--- src/rtl/fetch_sequencer.sv ---
// Instruction fetch sequencer: owns the PC, fetches over a req/ack port, hands
// each word to decode over valid/ready and loads the next-PC result on accept.
module fetch_sequencer #(
    parameter logic [31:0] RESET_PC = 32'h0000_3000
) (
    input  logic        clk,
    input  logic        rst,
    output logic        imem_req,
    output logic [31:0] imem_addr,
    input  logic        imem_ack,
    input  logic [31:0] imem_rdata,
    output logic [31:0] instr,
    output logic        instr_valid,
    input  logic        instr_ready,
    output logic [31:0] pc,
    input  logic [31:0] npc,
    input  logic        halt,
    output logic        halted,
    output logic        misalign,
    output logic [31:0] retire_cnt,
    output logic [31:0] stall_cnt
);

    typedef enum logic [1:0] {
        S_REQ    = 2'd0,
        S_VALID  = 2'd1,
        S_HALTED = 2'd2
    } state_e;

    state_e      state_q;
    logic [31:0] pc_q;
    logic [31:0] instr_q;
    logic        req_q;
    logic        vld_q;
    logic        halted_q;
    logic        misalign_q;
    logic [31:0] retire_q;
    logic [31:0] retire_d;
    logic [31:0] stall_q;
    logic [31:0] stall_d;

    // retire_cnt wraps naturally; stall_cnt sticks at all-ones.
    assign retire_d = retire_q + 32'd1;
    assign stall_d  = (stall_q == 32'hFFFF_FFFF) ? stall_q : stall_q + 32'd1;

    always_ff @(posedge clk or posedge rst) begin
        if (rst) begin
            state_q    <= S_REQ;
            pc_q       <= RESET_PC;
            instr_q    <= 32'd0;
            req_q      <= 1'b1;
            vld_q      <= 1'b0;
            halted_q   <= 1'b0;
            misalign_q <= 1'b0;
            retire_q   <= 32'd0;
            stall_q    <= 32'd0;
        end else begin
            case (state_q)
                S_REQ: begin
                    if (imem_ack) begin
                        instr_q <= imem_rdata;
                        state_q <= S_VALID;
                        req_q   <= 1'b0;
                        vld_q   <= 1'b1;
                    end else begin
                        stall_q <= stall_d;
                    end
                end
                S_VALID: begin
                    if (instr_ready) begin
                        retire_q <= retire_d;
                        vld_q    <= 1'b0;
                        // halt outranks a bad target; both stop with pc unchanged
                        if (halt) begin
                            state_q  <= S_HALTED;
                            halted_q <= 1'b1;
                        end else if (npc[1:0] != 2'b00) begin
                            misalign_q <= 1'b1;
                            state_q    <= S_HALTED;
                            halted_q   <= 1'b1;
                        end else begin
                            pc_q    <= npc;
                            state_q <= S_REQ;
                            req_q   <= 1'b1;
                        end
                    end
                end
                S_HALTED: begin
                    state_q <= S_HALTED;
                end
                default: begin
                    state_q  <= S_HALTED;
                    req_q    <= 1'b0;
                    vld_q    <= 1'b0;
                    halted_q <= 1'b1;
                end
            endcase
        end
    end

    // req_q comes out of reset set so the first fetch issues right after release;
    // masking with rst keeps the port quiet while reset is held.
    assign imem_req    = req_q & ~rst;
    assign imem_addr   = pc_q;
    assign instr       = instr_q;
    assign instr_valid = vld_q;
    assign pc          = pc_q;
    assign halted      = halted_q;
    assign misalign    = misalign_q;
    assign retire_cnt  = retire_q;
    assign stall_cnt   = stall_q;

endmodule

--- config.mk ---
export PLATFORM = sky130hd
export DESIGN_NAME = fetch_sequencer
export DESIGN_NICKNAME = d
export VERILOG_FILES = /design/src/rtl/fetch_sequencer.sv
export SDC_FILE = /design/constraint.sdc
export NUM_CORES = 1
export LEC_CHECK = 0
export BUFFER_PORTS_ARGS = -buffer_cell sky130_fd_sc_hd__buf_2
export CORE_MARGIN = 2
export CORE_UTILIZATION = 40
export CTS_BUF_LIST = sky130_fd_sc_hd__clkbuf_16
export DETAILED_ROUTE_END_ITERATION = 8
export PLACE_DENSITY = 0.68
export SYNTH_ARGS = -nofsm -noshare
export SYNTH_HDL_FRONTEND = slang
export SYNTH_SLANG_ARGS = --single-unit
--- constraint.sdc ---
create_clock -name clk -period 4.5 [get_ports clk]
set_input_delay 0.45 -clock clk [delete_from_list [all_inputs] [get_ports clk]]
set_output_delay 0.45 -clock clk [all_outputs]
set_load 0.05 [all_outputs]
==> results.ini, run 1 <==
[clock_network]
cts_tree=yes
insertion_delay_ns=0.40
numCtsBuffers=17
htree_levels=4
clk_pin_slew_ns=0.06
cts_setup_buffers=0
cts_resized=0
clockRootBuffer=clkbuf_16
cts.sinks=134
hold_buffers=0
clk_path_buf_depth=2

[timing]
fin_crit_sh_pct=53.4
report.final.slew_viol_count=0
grt_setup_unrepaired=false
setup_slack_ns=2.10
finalSetupViolCount=0
clock-skew-final_ns=0.00760
finalSetupTns_ns=0
fmax_ghz=0.416
period_minus_slack_ns=2.40
maxSlewHeadroom_pct=46.1
hold_viol_final=0
worst_pin_slew_ns=0.802

[synth]
yosys_warnings=0
seq_area_frac_synth_pct=57.0
ys_ff_latch=134
syn_area_um2=5890
syn_nets=544
syn_inst=473
syn_avg_cell_area_um2=12.5
ys_types=43

[worst_setup_path]
r2r_cells=5
crit_family=simple AND/OR/NAND/NOR gates
required_ns=4.79
worstPathArrival_ns=2.70
worst-path-buf-inv=0
crit_slowest_cell=or4_4
critical_path_class=flip-flop to flip-flop
path_depth=5
crit_fanout=14
crit_chain=nand4_1, or4_4, nor3_4, nand2b_1, mux2_2
cp-end-kind=flip-flop
reg2reg_setup_slack_ns=2.10
slowest_delay_ns=0.54
start_kind=flip-flop

[worst_hold_path]
hp-class=input pin to async pin

[grt]
antenna_found_initial=0
grt_pass1_vias=4364
grt_overflow_total=0
track_usage_pct=17.2
grt_start_max_net_pins=63
grt_pass1_wl_um=21900

[cells_and_area]
fin_nets=753
drive_gt1_share_pct=48.8
layout.cells.non_filler=879
n_fill_cell=1264
area_growth_pct=28.0
antenna_cells=0

[route]
drtIter0Drc=184
routed_wl_um=13300
drc=0
wl_per_cell_um=15.1
dr.pass1.iters=4
antenna_left=0
vias=4343
vias_per_cell=4.94

[floorplanning]
core_um2=14500
chipWidth_um=125
die_h_um=125
die_area_um2=15700
ios=233
rows=44
start_util_pct=40.7

[power]
p_leak_nw=4.02
ir_drop_mv=0.574
p_per_area_nw_per_um2=568

[placed_design]
pre_cts_ws_ns=2.11
port_buffers=232
dp_hpwl_um=9680
gp_congestion=0.854
dp_cells=847

[run]
drv_cap=0

[run_status]
outcome=completed

kinds of logic (layout without fill, tap and decap cells):
group | Yosys count | count (layout) | share of synthesized area, %
mux | 64 | 64 | 12.2
flops | 134 | 134 | 57.0
fa+ha+maj | 2 | 2 | 0.424
xor+xnor | 61 | 61 | 9.06
compound gates | 11 | 11 | 1.42
buf+inv | 52 | 274 | 5.46
simple gates | 149 | 149 | 14.5
metal layers:
layer,global-route usage (%),part of all wire [%],up-vias
met1,21.8,44,2108
met3,5.48,6.9,23
li1,-,-,2034
met4,7.32,2.2,0
met5,0,0,-
met2,27.2,47,178
through the flow:
step / hold WS, ns / utilization, % / total power, mW / area [um2]
final: 0.223 / 52.1 / 4.29 / 7540
after detailed placement: 0.443 / 48.5 / 3.09 / 7020
after global placement: 0.451 / 48.5 / 3.06 / 7020
after global routing: 0.252 / 52.1 / 4.48 / 7540
after CTS: 0.242 / 52.1 / 4.34 / 7540
after floorplan: 0.436 / - / 2.76 / 5890
worst register-to-register path, stage by stage, from the launching register on:
cell and delay [ns]:
dfrtp_1 0.45, nand4_1 0.27, or4_4 0.54, nor3_4 0.47
nand2b_1 0.22, mux2_2 0.34
layout make-up:
| cell class | count | area [um2] | share of cell area (%) |
|---|---|---|---|
| Clock inverter | 15 | 98.8 | 1.31 |
| Tap cell | 184 | 230 | 3.05 |
| Multi-Input combinational cell | 287 | 2220 | 29.4 |
| Clock buffer | 17 | 425 | 5.64 |
| Sequential cell | 134 | 3360 | 44.5 |
| Timing Repair Buffer | 235 | 1180 | 15.7 |
| Inverter | 7 | 28.8 | 0.381 |
layout by cell type (no fill, tap or decap), drive strengths merged, types with 16 or more instances in the layout:
master,synthesis,routed
dfrtp,131,131
mux2,63,63
buf,37,235
nand3,25,25
nor2,22,22
nand4,17,17
xnor2,32,32
nand2,25,25
clkbuf,8,17
nor3,16,16
xor2,29,29
where the power goes:
group,leakage [nW],switching (mW),internal (mW)
Sequential,1.73,0.153,1.43
Clock,0.272,0.490,0.740
Combinational,2.02,1.11,0.370
registers in the layout, summed over array words and instances (netlist names):
name	flops
halted	1
imem_addr	32
instr	32
instr_valid	1
misalign	1
req_q	1
retire_cnt	32
stall_cnt	32
state_q	2
synth_stat cells (all sizes together):
| library cell | count | area [um2] |
|---|---|---|
| nand4b | 3 | 41.3 |
| xnor2 | 32 | 280 |
| nor4b | 2 | 17.5 |
| o21ai | 2 | 10.0 |
| and3 | 5 | 31.3 |
| nor3b | 2 | 15.0 |
| nor2b | 3 | 18.8 |
| dfstp | 3 | 78.8 |
| a31oi | 1 | 12.5 |
| or3 | 5 | 36.3 |
| mux2i | 1 | 10.0 |
| and3b | 1 | 8.76 |
| xor2 | 29 | 254 |
| ha | 2 | 25.0 |
| and4 | 6 | 52.6 |
| and2 | 4 | 25.0 |
| nor4 | 7 | 50.1 |
| a21o | 2 | 15.0 |
| buf | 37 | 265 |
| nand3b | 1 | 20.0 |
| or2 | 2 | 12.5 |
| nand2 | 25 | 93.8 |
| nand3 | 25 | 125 |
| nor3 | 16 | 91.3 |
| o31ai | 1 | 7.51 |
| or4 | 2 | 18.8 |
| o22ai | 1 | 6.26 |
| mux2 | 63 | 709 |
| clkbuf | 8 | 30.0 |
| inv | 7 | 26.3 |
| nand2b | 1 | 6.26 |
| nor2 | 22 | 82.6 |
| dfrtp | 131 | 3280 |
| nand4 | 17 | 106 |
| a41oi | 1 | 8.76 |
| a31o | 1 | 8.76 |
| o21a | 2 | 15.0 |
worst paths after layout:
kind                                             to                      start
setup / recovery           stall_cnt[1]$_DFFE_PP0P_  stall_cnt[20]$_DFFE_PP0P_
setup reg to reg           stall_cnt[1]$_DFFE_PP0P_  stall_cnt[20]$_DFFE_PP0P_
min in group clk              instr[17]$_DFFE_PP0P_             imem_rdata[17]
hold reg to reg                  halted$_DFFE_PP0P_         halted$_DFFE_PP0P_
max in group asynchronous  imem_addr[9]$_DFFE_PP0P_                        rst
hold / removal                 instr[2]$_DFFE_PP0P_                        rst
Note: power is estimated with default switching activity, not from simulation.
==> run 2: changes to the inputs <==
Settings changed: ABC_AREA set to 1, PLACE_DENSITY 0.68 to 0.69.
Clock period 4.5 ns to 2.2 ns, I/O delays scaled along.
==> run 2 against run 1 <==
Register-to-register slack worse by 1.8 ns. Maximum frequency increased by 25%. Global-route usage rose by 2.7 points. Clock power rose by 130%. Area after synthesis rose by 15%. Clock skew is 0.00071 ns higher. Cell count is 47% higher. Critical path depth increased by 1. Routed wire length is 32% higher. Combinational power grew 120%. Via count is 38% higher. Largest cell class unchanged.
==> results.ini, run 2 <==
[timing]
worst_pin_slew_ns=0.948
finalSetupTns_ns=0
maxSlewHeadroom_pct=36.8
fmax_ghz=0.518
hold_viol_final=0
clock-skew-final_ns=0.00830
fin_hold_ws_ns=0.0156
finalSetupViolCount=0
report.final.slew_viol_count=0
period_minus_slack_ns=1.93
fin_crit_sh_pct=87.7
grt_setup_unrepaired=false

[worst_setup_path]
crit_chain=inv_2, nor2_2, nand2_2, nor2_2, inv_1, o21ai_0
crit_fanout=31
path_depth=6
worstPathArrival_ns=2.22
path_common_cell=nor2_2
r2r_cells=6
start_kind=flip-flop
required_ns=2.50
cp-end-kind=flip-flop
reg2reg_from=state_q[0]$_DFFE_PP0P_
slowest_delay_ns=0.69
startpoint=state_q[0]$_DFFE_PP0P_
critical_path_class=flip-flop to flip-flop
crit_slowest_cell=inv_1
worst-path-buf-inv=2
crit_family=buffers and inverters

[placed_design]
gp_congestion=0.870
dp_hpwl_um=12900
port_buffers=232

[synth]
yosysTopAreaCellShare_pct=48.4
syn_inst=818
ys_types=32
synth_top_cell_by_area=dfrtp_1
syn_area_um2=6770
seq_area_frac_synth_pct=49.6
yosys_warnings=0
syn_nets=889
ys_ff_latch=134
yosys-top-cells-area=dfrtp_1 (48%), nand2_1 (19%), mux2_2 (5.3%)
syn_avg_cell_area_um2=8.27
synthTopCellsByCount=nand2_1 (345), dfrtp_1 (131), nor2_1 (76)
synth.most_common_cell=nand2_1
async_flop_share_pct=100
synth-edff-count=0
ys.flop_type=dfrtp_1

[clock_network]
numCtsBuffers=17
cts_tree=yes
cts_setup_buffers=0
clockRootBuffer=clkbuf_16
cts_resized=0
htree_levels=4
clk_path_buf_depth=2
clk_pin_slew_ns=0.07
cts.sinks=134
insertion_delay_ns=0.42

[grt]
track_usage_pct=19.8
grt_overflow_total=0
grt_start_max_net_pins=135
antenna_found_initial=0
grt_pass1_wl_um=28600
grt_pass1_vias=5901

[power]
p_leak_nw=4.73
total_power_mw=9.41
ir_drop_mv=1.05
p_per_area_nw_per_um2=1070

[floorplanning]
die_area_um2=18000
start_util_pct=40.8
rows=47
ios=233
die_h_um=134
chipWidth_um=134
core_um2=16600

[route]
routed_wl_um=17600
antenna_left=0
drc=0
vias=6008
dr.pass1.iters=5
drtIter0Drc=319
wl_per_cell_um=13.7
vias_per_cell=4.65

[cells_and_area]
antenna_cells=0
layout_common_cells=nand2_1 (345), buf_2 (232), dfrtp_1 (131)
drive_gt1_share_pct=31.1
area_growth_pct=30.4
fin_nets=1129
n_fill_cell=1555
multi_input_area_um2=2840
layout_commonest_cell=nand2_1
register_area_um2=3360

[run_status]
outcome=completed

[worst_hold_path]
hp-class=input pin to async pin

[run]
drv_cap=0

## run 2: final cells by class
class / count / area share, %
multi-input cells: 582 / 32.2
flip-flops and latches: 134 / 38.1
inverters: 55 / 2.44
clock buffers: 17 / 4.82
clock inverters: 15 / 2.03
repair buffers: 268 / 17.3
well taps: 220 / 3.12
## run 2: path summary, 6_finish.rpt
path                            slack (ns)                   endpoint
worst max-delay path                  0.27          req_q$_DFFE_PP1P_
worst min-delay path                  0.02  imem_addr[18]$_DFFE_PP0P_
worst max register to register        0.27          req_q$_DFFE_PP1P_
worst min register to register        0.46         halted$_DFFE_PP0P_
max in group asynchronous             1.66  retire_cnt[1]$_DFFE_PP0N_
min in group clk                      0.02   imem_addr[8]$_DFFE_PP0P_
## run 2: logic make-up (layout without fill, tap and decap cells)
logic type	Yosys count	in the layout	share of synthesized area [%]
buf+inv	102	355	8.40
flops	134	134	49.6
xor+xnor	33	33	4.27
fa+ha+maj	2	2	0.370
compound gates	16	16	1.31
mux	32	32	5.33
simple gates	499	499	30.7
## run 2: routing by layer
| metal | track usage [%] | share of wire (%) | vias to the layer above |
|---|---|---|---|
| li1 | - | - | 2985 |
| met1 | 24.7 | 43 | 2810 |
| met5 | 0 | 0 | - |
| met2 | 33.4 | 49 | 186 |
| met4 | 6.14 | 1.6 | 0 |
| met3 | 5.74 | 6.5 | 27 |
## run 2: power breakdown
group,switching [mW],internal (mW)
clock,1.26,1.63
sequential,0.304,2.92
combinational,2.49,0.811
total,4.05,5.36
## run 2: stage by stage
stage	util, %	setup WS (ns)	std cells	cell area, um2
after floorplan	-	0.203	818	6770
after global placement	47.8	0.300	1230	7930
after detailed placement	47.8	0.259	1230	7930
after CTS	53.2	0.236	1291	8820
after global routing	53.2	0.0582	1291	8820
final	53.2	0.271	1291	8820
## run 2: tightest hold or removal path: stages
cell and delay [ns]:
buf_2 0.12, clkinvlp_4 0.07, buf_12 0.53
## run 2: repair_timing
item	4_1_cts	5_1_grt
hold buffers	29	0
setup endpoints to repair	0	0
endpoints found under the hold margin	29	0
